[config.mk]
export PLATFORM = sky130hd
export DESIGN_NAME = scan_mem_reg_bridge
export DESIGN_NICKNAME = d
export VERILOG_FILES = /design/src/rtl/scan_bridge_pkg.sv /design/src/rtl/scan_id_sync.sv /design/src/rtl/scan_mem_reg_bridge.sv
export SDC_FILE = /design/constraint.sdc
export NUM_CORES = 1
export LEC_CHECK = 0
export ABC_AREA = 1
export BUFFER_PORTS_ARGS = -buffer_cell sky130_fd_sc_hd__buf_4
export CAP_MARGIN = 20
export CORE_MARGIN = 2
export CORE_UTILIZATION = 52
export CTS_CLUSTER_SIZE = 14
export DETAILED_ROUTE_END_ITERATION = 8
export GPL_TIMING_DRIVEN = 0
export PLACE_DENSITY = 0.8
export SETUP_SLACK_MARGIN = 0.3
export SYNTH_ARGS = -nofsm -noshare
export SYNTH_HDL_FRONTEND = slang
export SYNTH_SLANG_ARGS = --single-unit
[constraint.sdc]
create_clock -name clk -period 6.6 [get_ports clk]
set_clock_uncertainty 0.1 [all_clocks]
set_input_delay 0.66 -clock clk [delete_from_list [all_inputs] [get_ports clk]]
set_output_delay 0.66 -clock clk [all_outputs]
set_load 0.005 [all_outputs]
[src/rtl/scan_bridge_pkg.sv]
// Shared definitions for the scan-to-memory/register bridge.
//   state_t      : bridge transaction FSM states
//   REG_REGION   : region code selecting the control-register bus
//   STATUS_IDX   : register index served locally (sticky status)
//   ERR_DATA     : response word for error and timeout completions
//   STS_*        : bit positions inside the status word
package scan_bridge_pkg;

  typedef enum logic [2:0] {
    IDLE   = 3'd0,
    DECODE = 3'd1,
    ISSUE  = 3'd2,
    WAIT   = 3'd3,
    RESP   = 3'd4
  } state_t;

  localparam logic [2:0]  REG_REGION = 3'd7;
  localparam logic [3:0]  STATUS_IDX = 4'hF;
  localparam logic [31:0] ERR_DATA   = 32'hDEAD_BEEF;

  localparam int STS_FFT_DONE = 0;
  localparam int STS_ERR      = 1;
  localparam int STS_TIMEOUT  = 2;
  localparam int STS_OVERRUN  = 3;

endpackage

[src/rtl/scan_id_sync.sv]
// Brings the asynchronous scan_id command-valid level into the clk domain
// and turns each rising edge into a single-cycle id_valid pulse.
//   clk, rst  : clock, asynchronous active-high reset
//   scan_id   : asynchronous level from the scan domain
//   id_valid  : registered 1-cycle pulse per synchronized rising edge
module scan_id_sync (
  input  logic clk,
  input  logic rst,
  input  logic scan_id,
  output logic id_valid
);

  logic sync_1;
  logic sync_2;
  logic level_d;

  always_ff @(posedge clk or posedge rst) begin
    if (rst) begin
      sync_1   <= 1'b0;
      sync_2   <= 1'b0;
      level_d  <= 1'b0;
      id_valid <= 1'b0;
    end else begin
      sync_1   <= scan_id;
      sync_2   <= sync_1;
      level_d  <= sync_2;
      id_valid <= sync_2 & ~level_d;
    end
  end

endmodule

[src/rtl/scan_mem_reg_bridge.sv]
// Bridges single scan-side accesses onto NUM_SRAM SRAM banks or a small
// control-register bus. One transaction at a time:
//   IDLE -> DECODE -> ISSUE -> WAIT -> RESP -> IDLE
// Handshake: a rising edge of scan_id (after synchronization) starts a
// transaction; static_ready drops when the request is taken and rises with
// static_rdata valid when it completes, both held until the next request.
// Targets see a 1-cycle ren/wen strobe and answer with a ready pulse; ready
// may come back in the strobe cycle itself.
// Ports:
//   static_*        : scan-side request / response
//   scan_id         : asynchronous command-valid level
//   sram_*          : shared addr/wdata, one-hot strobes, per-bank rdata/ready
//   reg_*           : control-register bus (index 0xF is served locally)
//   fft_done        : status input reflected in the status word
//   state_dbg       : current FSM state
module scan_mem_reg_bridge
  import scan_bridge_pkg::*;
#(
  parameter int ADDR_W   = 20,
  parameter int DATA_W   = 32,
  parameter int SRAM_AW  = 9,
  parameter int NUM_SRAM = 2,
  parameter int TIMEOUT  = 255
) (
  input  logic                     clk,
  input  logic                     rst,
  input  logic                     static_wen,
  input  logic                     static_ren,
  input  logic [ADDR_W-1:0]        static_addr,
  input  logic [DATA_W-1:0]        static_wdata,
  output logic [DATA_W-1:0]        static_rdata,
  output logic                     static_ready,
  input  logic                     scan_id,
  output logic [NUM_SRAM-1:0]      sram_ren,
  output logic [NUM_SRAM-1:0]      sram_wen,
  output logic [SRAM_AW-1:0]       sram_addr,
  output logic [DATA_W-1:0]        sram_wdata,
  input  logic [NUM_SRAM*DATA_W-1:0] sram_rdata,
  input  logic [NUM_SRAM-1:0]      sram_ready,
  output logic                     reg_ren,
  output logic                     reg_wen,
  output logic [3:0]               reg_addr,
  output logic [DATA_W-1:0]        reg_wdata,
  input  logic [DATA_W-1:0]        reg_rdata,
  input  logic                     reg_ready,
  input  logic                     fft_done,
  output state_t                   state_dbg
);

  localparam int CNT_W = (TIMEOUT < 2) ? 1 : $clog2(TIMEOUT);
  localparam logic [CNT_W-1:0]  CNT_LAST = CNT_W'(TIMEOUT - 1);
  localparam logic [DATA_W-1:0] ERR_WORD = DATA_W'(ERR_DATA);

  logic id_valid;

  scan_id_sync u_scan_id_sync (
    .clk      (clk),
    .rst      (rst),
    .scan_id  (scan_id),
    .id_valid (id_valid)
  );

  state_t              state;
  logic                wen_q, ren_q, auto_q;
  logic [2:0]          region_q;
  logic [SRAM_AW-1:0]  off_q;
  logic [DATA_W-1:0]   wdata_q;
  logic [2:0]          last_region;
  logic [SRAM_AW-1:0]  last_off;
  logic [2:0]          cur_region;
  logic                sts_err, sts_timeout, sts_overrun;
  logic [CNT_W-1:0]    wait_cnt;

  logic [2:0]          eff_region;
  logic [SRAM_AW-1:0]  eff_off;
  logic                legal, is_status;
  logic [NUM_SRAM-1:0] bank_sel;
  logic                sel_ready;
  logic [DATA_W-1:0]   sel_rdata;
  logic [DATA_W-1:0]   status_word;

  // Address bits between the region field and the auto-increment bit carry
  // no meaning for this bridge.
  logic addr_unused;
  assign addr_unused = ^static_addr[ADDR_W-2:SRAM_AW+3];

  assign state_dbg = state;

  // Effective address: auto-increment continues from the last legal access
  // and wraps inside that region (4-bit index for registers).
  always_comb begin
    eff_region = region_q;
    eff_off    = off_q;
    if (auto_q) begin
      eff_region = last_region;
      if (last_region == REG_REGION) begin
        eff_off = {last_off[SRAM_AW-1:4], last_off[3:0] + 4'd1};
      end else begin
        eff_off = last_off + 1'b1;
      end
    end
    legal     = ((eff_region == REG_REGION) || (int'(eff_region) < NUM_SRAM))
                && (wen_q != ren_q);
    is_status = (eff_region == REG_REGION) && (eff_off[3:0] == STATUS_IDX);
    bank_sel  = '0;
    for (int b = 0; b < NUM_SRAM; b++) begin
      if (eff_region == 3'(b)) bank_sel[b] = 1'b1;
    end
  end

  always_comb begin
    sel_ready = 1'b0;
    sel_rdata = '0;
    if (cur_region == REG_REGION) begin
      sel_ready = reg_ready;
      sel_rdata = reg_rdata;
    end else begin
      for (int b = 0; b < NUM_SRAM; b++) begin
        if (cur_region == 3'(b)) begin
          sel_ready = sram_ready[b];
          sel_rdata = sram_rdata[b*DATA_W +: DATA_W];
        end
      end
    end
  end

  always_comb begin
    status_word               = '0;
    status_word[STS_FFT_DONE] = fft_done;
    status_word[STS_ERR]      = sts_err;
    status_word[STS_TIMEOUT]  = sts_timeout;
    status_word[STS_OVERRUN]  = sts_overrun;
  end

  always_ff @(posedge clk or posedge rst) begin
    if (rst) begin
      state        <= IDLE;
      wen_q        <= 1'b0;
      ren_q        <= 1'b0;
      auto_q       <= 1'b0;
      region_q     <= '0;
      off_q        <= '0;
      wdata_q      <= '0;
      last_region  <= '0;
      last_off     <= '0;
      cur_region   <= '0;
      sts_err      <= 1'b0;
      sts_timeout  <= 1'b0;
      sts_overrun  <= 1'b0;
      wait_cnt     <= '0;
      static_rdata <= '0;
      static_ready <= 1'b1;
      sram_ren     <= '0;
      sram_wen     <= '0;
      sram_addr    <= '0;
      sram_wdata   <= '0;
      reg_ren      <= 1'b0;
      reg_wen      <= 1'b0;
      reg_addr     <= '0;
      reg_wdata    <= '0;
    end else begin
      // A new request while busy is discarded; a status clear later in this
      // block takes priority over this set.
      if (id_valid && (state != IDLE)) sts_overrun <= 1'b1;

      case (state)
        IDLE: begin
          if (id_valid) begin
            wen_q        <= static_wen;
            ren_q        <= static_ren;
            auto_q       <= static_addr[ADDR_W-1];
            region_q     <= static_addr[SRAM_AW+2:SRAM_AW];
            off_q        <= static_addr[SRAM_AW-1:0];
            wdata_q      <= static_wdata;
            static_ready <= 1'b0;
            state        <= DECODE;
          end
        end

        DECODE: begin
          cur_region <= eff_region;
          if (!legal) begin
            sts_err      <= 1'b1;
            static_rdata <= ERR_WORD;
            static_ready <= 1'b1;
            state        <= RESP;
          end else begin
            last_region <= eff_region;
            last_off    <= eff_off;
            if (is_status) begin
              static_rdata <= wen_q ? '0 : status_word;
              if (wen_q && wdata_q[0]) begin
                sts_err     <= 1'b0;
                sts_timeout <= 1'b0;
                sts_overrun <= 1'b0;
              end
              static_ready <= 1'b1;
              state        <= RESP;
            end else begin
              if (eff_region == REG_REGION) begin
                reg_ren   <= ren_q;
                reg_wen   <= wen_q;
                reg_addr  <= eff_off[3:0];
                reg_wdata <= wdata_q;
              end else begin
                sram_ren   <= ren_q ? bank_sel : '0;
                sram_wen   <= wen_q ? bank_sel : '0;
                sram_addr  <= eff_off;
                sram_wdata <= wdata_q;
              end
              state <= ISSUE;
            end
          end
        end

        ISSUE: begin
          sram_ren <= '0;
          sram_wen <= '0;
          reg_ren  <= 1'b0;
          reg_wen  <= 1'b0;
          wait_cnt <= '0;
          if (sel_ready) begin
            static_rdata <= ren_q ? sel_rdata : '0;
            static_ready <= 1'b1;
            state        <= RESP;
          end else begin
            state <= WAIT;
          end
        end

        WAIT: begin
          if (sel_ready) begin
            static_rdata <= ren_q ? sel_rdata : '0;
            static_ready <= 1'b1;
            state        <= RESP;
          end else if (wait_cnt == CNT_LAST) begin
            static_rdata <= ERR_WORD;
            sts_timeout  <= 1'b1;
            static_ready <= 1'b1;
            state        <= RESP;
          end else begin
            wait_cnt <= wait_cnt + 1'b1;
          end
        end

        RESP:    state <= IDLE;
        default: state <= IDLE;
      endcase
    end
  end

endmodule

==> impl_metrics.toml, run 1 <==
[power_and_ir_drop]
p_clk_frac = 0.190
power_frac_comb = 0.440
swShare = 0.403
total_power_uw = 5440
peakVddDrop_mv = 0.234
pwr-share-seq = 0.369
net-switching-power_uw = 2190
p_per_area_nw_per_um2 = 444
power_leakage_uw = 0.00662
internal-power_uw = 3250

[routing]
vias_per_cell = 5.25
initialDrtViolationCount = 387
ant_nets = 0
avgRoutedWirePerCell_um = 16.5
first_pass_iters = 5
vias = 8742
drc = 0
wl_um = 27500

[critical_path]
worstPathMaxFanout = 10
rr_endpoint = "reg_wdata[20]"
cp.required_ps = 6830
arrival_ps = 2780
reg2reg_slack_ps = 4050
cp_slowest_cell = "dfrtp_1"
crit_path_frequent_cell = "nand2_1"
end_kind = "register"
cp_cell_sequence = "nor2_1 > nand2_1 > buf_2 > inv_2 > nand4_1 > nor2_1 > nand2_4 > buf_2 > nand2_1 > nand2_1"
critical_path_class = "reg -> reg"
r2r-start = "state_dbg[1]"
max_stage_delay_ps = 450
reg2regPathDepth = 10
startpoint_type = "register"

[final_layout]
final_util = 0.703
drive_gt1_frac = 0.280
antenna_cells = 0
area_growth_pct = 31.3
nFillCells = 1429
stdcell_count = 1664
layout_common_cells = "nand2_1 (472), buf_4 (271), dfrtp_1 (195), nand3_1 (122), nor2_1 (91)"
final_common_cell = "nand2_1"
nets = 1586

[clocking]
cts_tree = "yes"
h-tree-depth = 4
ctsHoldBuffers = 0
cts_setup_buffers = 0
numCtsBuffers = 17
post_cts_resized = 0
cts-root-buf = "clkbuf_16"
clock_latency_ps = 430
clkTransAtPathRegs_ps = 70
clk_path_buf_depth = 2
cts_sinks = 196

[job]
max_cap_viol_count = 0

[global_routing]
grt_pass1_wl_um = 42300
grt_overflow = 0
antenna_found_initial = 0
grt_max_degree = 137
track_usage = 0.293
grt_pass1_vias = 8542

[timing]
setup_slack_ps = 4050
slew_headroom = 0.526
setup_viol = 0
period_needed_ps = 2550
worst_slew_pin_slew_ps = 707
final_max_slew_viol_count = 0
grt_setup_unrepaired = "false"
hold_viol_final = 0
fmax_ghz = 0.392
hold_slack_ps = 138
timing.final.crit_share = 0.386

[floorplanning]
die_w_um = 138
num_rows = 48
core-area_sq_um = 17400
start_util = 0.536
ios = 276
die_y_um = 138
die-area_sq_um = 19000

[yosys]
syn_inst = 1138
ys_seq_elements = 196
yosysWarnings = 0
ys_types = 37
ys_seq_area_frac = 0.526
synth_nets = 1298
syn_avg_cell_area_sq_um = 8.20
synthesis.area_sq_um = 9330

[status]
outcome = "finished, final reports clean"

[placement]
place_hpwl_um = 20900
numPortBuffers = 268
pre_cts_ws_ps = 4200
placedCellCount = 1632
gp_congestion = 0.919

[worst_hold_path]
hold_class = "in -> async"
==> registers in the layout (all words and copies together) (netlist names), 4 cells and up <==
name	count
wait_cnt	8
sram_wdata	32
off_q	9
reg_wdata	32
wdata_q	32
sram_addr	9
last_off	9
reg_addr	4
static_rdata	32
==> power by group through the flow <==
stage               logic, uW  clock network (uW)  registers (uW)
finish                   2390                1040            2010
global route             2680                1090            2060
floorplan                1420                   0            1970
global placement         2320                   0            2000
detailed placement       2400                   0            2020
CTS                      2410                1050            2000
==> worst max-delay path by stage <==
stage | start | to | slack (ps) | cells past startpoint
finish | state_dbg[1] | reg_wdata[20] | 4050 | 10
global route | state_dbg[1] | reg_addr[3] | 3930 | 10
CTS | state_dbg[1] | reg_addr[3] | 4130 | 10
detailed placement | state_dbg[2] | reg_wdata[20] | 4200 | 10
global placement | rst | static_rdata[29] | -1590 | 2
floorplan | rst | auto_q | 500 | 1
==> metrics by stage <==
| step | area [sq um] | TNS [ps] |
|---|---|---|
| finish | 12200 | 0 |
| global route | 12200 | 0 |
| CTS | 12200 | 0 |
| detailed placement | 11700 | 0 |
| global placement | 11600 | -308100 |
| floorplan | 9330 | 0 |
==> cells in the mapped netlist (all sizes together) <==
library cell / instances / area, sq um
xor2: 5 / 43.8
ha: 3 / 37.5
dfstp: 1 / 26.3
o211ai: 2 / 20.0
or2: 3 / 18.8
nor3: 5 / 41.3
nand3: 126 / 673
buf: 42 / 274
nand4: 8 / 50.1
mux2: 35 / 394
nor2: 97 / 408
o21ai: 37 / 185
nand3b: 5 / 37.5
o21a: 2 / 15.0
inv: 51 / 196
dfrtp: 195 / 4880
nand2: 479 / 1830
a21o: 1 / 7.51
clkbuf: 12 / 45.0
clkinv: 1 / 3.75
a21oi: 28 / 140
==> routing by layer <==
metal	GRT usage	up-vias	part of all wire
met4	0.145	0	0.037
met3	0.0925	70	0.098
met2	0.503	381	0.50
li1	-	4209	-
met5	0	-	0
met1	0.329	4082	0.37
==> critical path, delay by kind of cell, from the launching register on <==
kind | cells | cell delay (ps)
and+or+nand+nor | 7 | 1270
buffers and inverters | 3 | 620
DFF | 1 | 450
==> cell type report <==
| cell class | count | area [sq um] | share of cell area |
|---|---|---|---|
| Sequential cell | 196 | 4910 | 0.401 |
| Multi-Input combinational cell | 836 | 3900 | 0.319 |
| Timing Repair Buffer | 269 | 2040 | 0.167 |
| Clock buffer | 17 | 425 | 0.0347 |
| Buffer | 54 | 319 | 0.0261 |
| Tap cell | 225 | 282 | 0.0230 |
| Inverter | 52 | 208 | 0.0170 |
| Clock inverter | 15 | 164 | 0.0134 |
==> cell families (layout without fill, tap and decap cells) <==
| group | after synthesis | in the layout | synth area share |
|---|---|---|---|
| buffers and inverters | 106 | 407 | 0.0557 |
| adder cells (fa/ha/maj) | 3 | 3 | 0.00402 |
| XOR/XNOR | 5 | 5 | 0.00469 |
| multiplexers | 35 | 35 | 0.0423 |
| AO/OA/AOI/OAI | 70 | 70 | 0.0394 |
| AND/OR/NAND/NOR | 723 | 723 | 0.328 |
| flip-flops | 196 | 196 | 0.526 |
(Power assumes the default switching activity.)
==> run 2: changes to the inputs <==
- clock period: 6.6 -> 2.7 ns (I/O delays scaled with it)
==> run 2 against run 1 <==
Non-clock buffer count is 54 higher. Clock-buffer cell count is the same. Critical path type unchanged. Global-route usage increased by 0.73 points.
==> impl_metrics.toml, run 2 (same netlist as run 1, synthesis figures left out) <==
[critical_path]
reg2regPathDepth = 11
cp_top_family = "simple AND/OR/NAND/NOR gates"
arrival_ps = 2520
crit_path_frequent_cell = "nand2_1"
startpoint_type = "register"
reg2reg_slack_ps = 460
cp.buffers_inverters = 1
r2r-start = "last_off[0]"
critical_path_class = "reg -> reg"
max_stage_delay_ps = 440
worstPathMaxFanout = 10
cp_cell_sequence = "ha_1 > nand2_1 > nand2_1 > o21ai_2 > nand3_1 > nor2_1 > nor2_4 > nand2_4 > buf_2 > nand2_1 > nand2_1"
cp.required_ps = 2970
cp_slowest_cell = "dfrtp_1"
rr_endpoint = "reg_wdata[26]"
end_kind = "register"

[global_routing]
grt_max_degree = 45
grt_overflow = 0
grt_pass1_vias = 8848
antenna_found_initial = 0
grt_pass1_wl_um = 43500
track_usage = 0.300

[final_layout]
stdcell_count = 1718
final_common_cell = "nand2_1"
nFillCells = 1297
antenna_cells = 0
drive_gt1_frac = 0.277
final_util = 0.737
area_growth_pct = 37.6
nets = 1640
fin_area_sq_um = 12800
layout_common_cells = "nand2_1 (472), buf_4 (275), dfrtp_1 (195), nand3_1 (122), nor2_1 (90)"

[timing]
slew_headroom = 0.432
hold_viol_final = 0
fmax_ghz = 0.446
setup_slack_ps = 459
worst_slew_pin_slew_ps = 850
period_needed_ps = 2240
setup_viol = 0
final_max_slew_viol_count = 0
grt_setup_unrepaired = "false"
timing.final.crit_share = 0.830

[worst_hold_path]
hold_depth = 3
hold_end = "auto_q"
hold_class = "in -> reg"
worstHoldStart = "static_addr[19]"

[clocking]
clock_latency_ps = 440
clkTransAtPathRegs_ps = 70
cts_sinks = 196
clk_path_buf_depth = 2
cts-root-buf = "clkbuf_16"
cts_tree = "yes"
numCtsBuffers = 17
h-tree-depth = 4

[job]
max_cap_viol_count = 0

[floorplanning]
die_y_um = 138
die-area_sq_um = 19000
ios = 276
core-area_sq_um = 17400
start_util = 0.536
num_rows = 48
die_w_um = 138

[placement]
gp_congestion = 0.904
placedCellCount = 1635
postPlaceCellArea_sq_um = 11700
pre_cts_ws_ps = 344
numPortBuffers = 268
place_hpwl_um = 21000

[power_and_ir_drop]
power_leakage_uw = 0.00687
p_per_area_nw_per_um2 = 1050
peakVddDrop_mv = 0.611

[routing]
ant_nets = 0
drc = 0
avgRoutedWirePerCell_um = 16.5
vias = 8933
first_pass_iters = 5
wl_um = 28400
vias_per_cell = 5.20
initialDrtViolationCount = 543

[status]
outcome = "finished, final reports clean"
[run 2: per-stage QoR]
stage	setup TNS, ps	hold WS (ps)	power [uW]
final	0	8.91	13500
after global routing	0	32.4	14500
after CTS	0	3.60	13500
after detailed placement	0	246	10800
after global placement	-257510	234	10600
after floorplan	-39310	201	8290
[run 2: area by class of cell]
type / instances / area [sq um] / area share
Tap cell: 225 / 282 / 0.0219
Clock inverter: 15 / 184 / 0.0143
Clock buffer: 17 / 425 / 0.0332
Inverter: 52 / 204 / 0.0159
Multi-Input combinational cell: 836 / 3910 / 0.305
Sequential cell: 196 / 4910 / 0.382
Buffer: 54 / 324 / 0.0253
Timing Repair Buffer: 323 / 2590 / 0.202
[run 2: worst min-delay path, stage by stage]
cell	delay [ps]
buf_4	90
nor2_1	40
a21oi_1	110
[run 2: worst max path at each step]
| stage | startpoint | end | cells past startpoint |
|---|---|---|---|
| 6_report | last_off[0] | reg_wdata[26] | 11 |
| 5_1_grt | auto_q | sram_wdata[13] | 13 |
| 2_1_floorplan | rst | auto_q | 1 |
| 4_1_cts | state_dbg[0] | wdata_q[1] | 7 |
| 3_3_place_gp | rst | static_rdata[25] | 2 |
| 3_5_place_dp | state_dbg[0] | wdata_q[1] | 7 |
[run 2: timing repair]
item | in CTS | in global routing
resized for setup | 0 | 8
setup buffers | 0 | 4
endpoints found under the hold margin | 80 | 0
endpoints found under the setup margin | 0 | 47
hold buffers | 47 | 0
[run 2: per-layer routing]
| layer | up-vias | part of all wire | global-route usage | routed length (um) |
|---|---|---|---|---|
| met4 | 0 | 0.038 | 0.133 | 1090 |
| met5 | - | 0 | 0 | 0 |
| met2 | 362 | 0.51 | 0.542 | 14300 |
| met1 | 4187 | 0.38 | 0.335 | 10700 |
| li1 | 4314 | - | - | - |
| met3 | 70 | 0.079 | 0.0727 | 2250 |
[run 2: report_power, final]
| group | internal, uW | switching, uW | total [uW] | leakage [uW] |
|---|---|---|---|---|
| sequential | 4120 | 829 | 4950 | 0.00246 |
| combinational | 2580 | 3370 | 5950 | 0.00411 |
| clock | 1410 | 1200 | 2610 | 0.000298 |
| total | 8110 | 5400 | 13500 | 0.00687 |
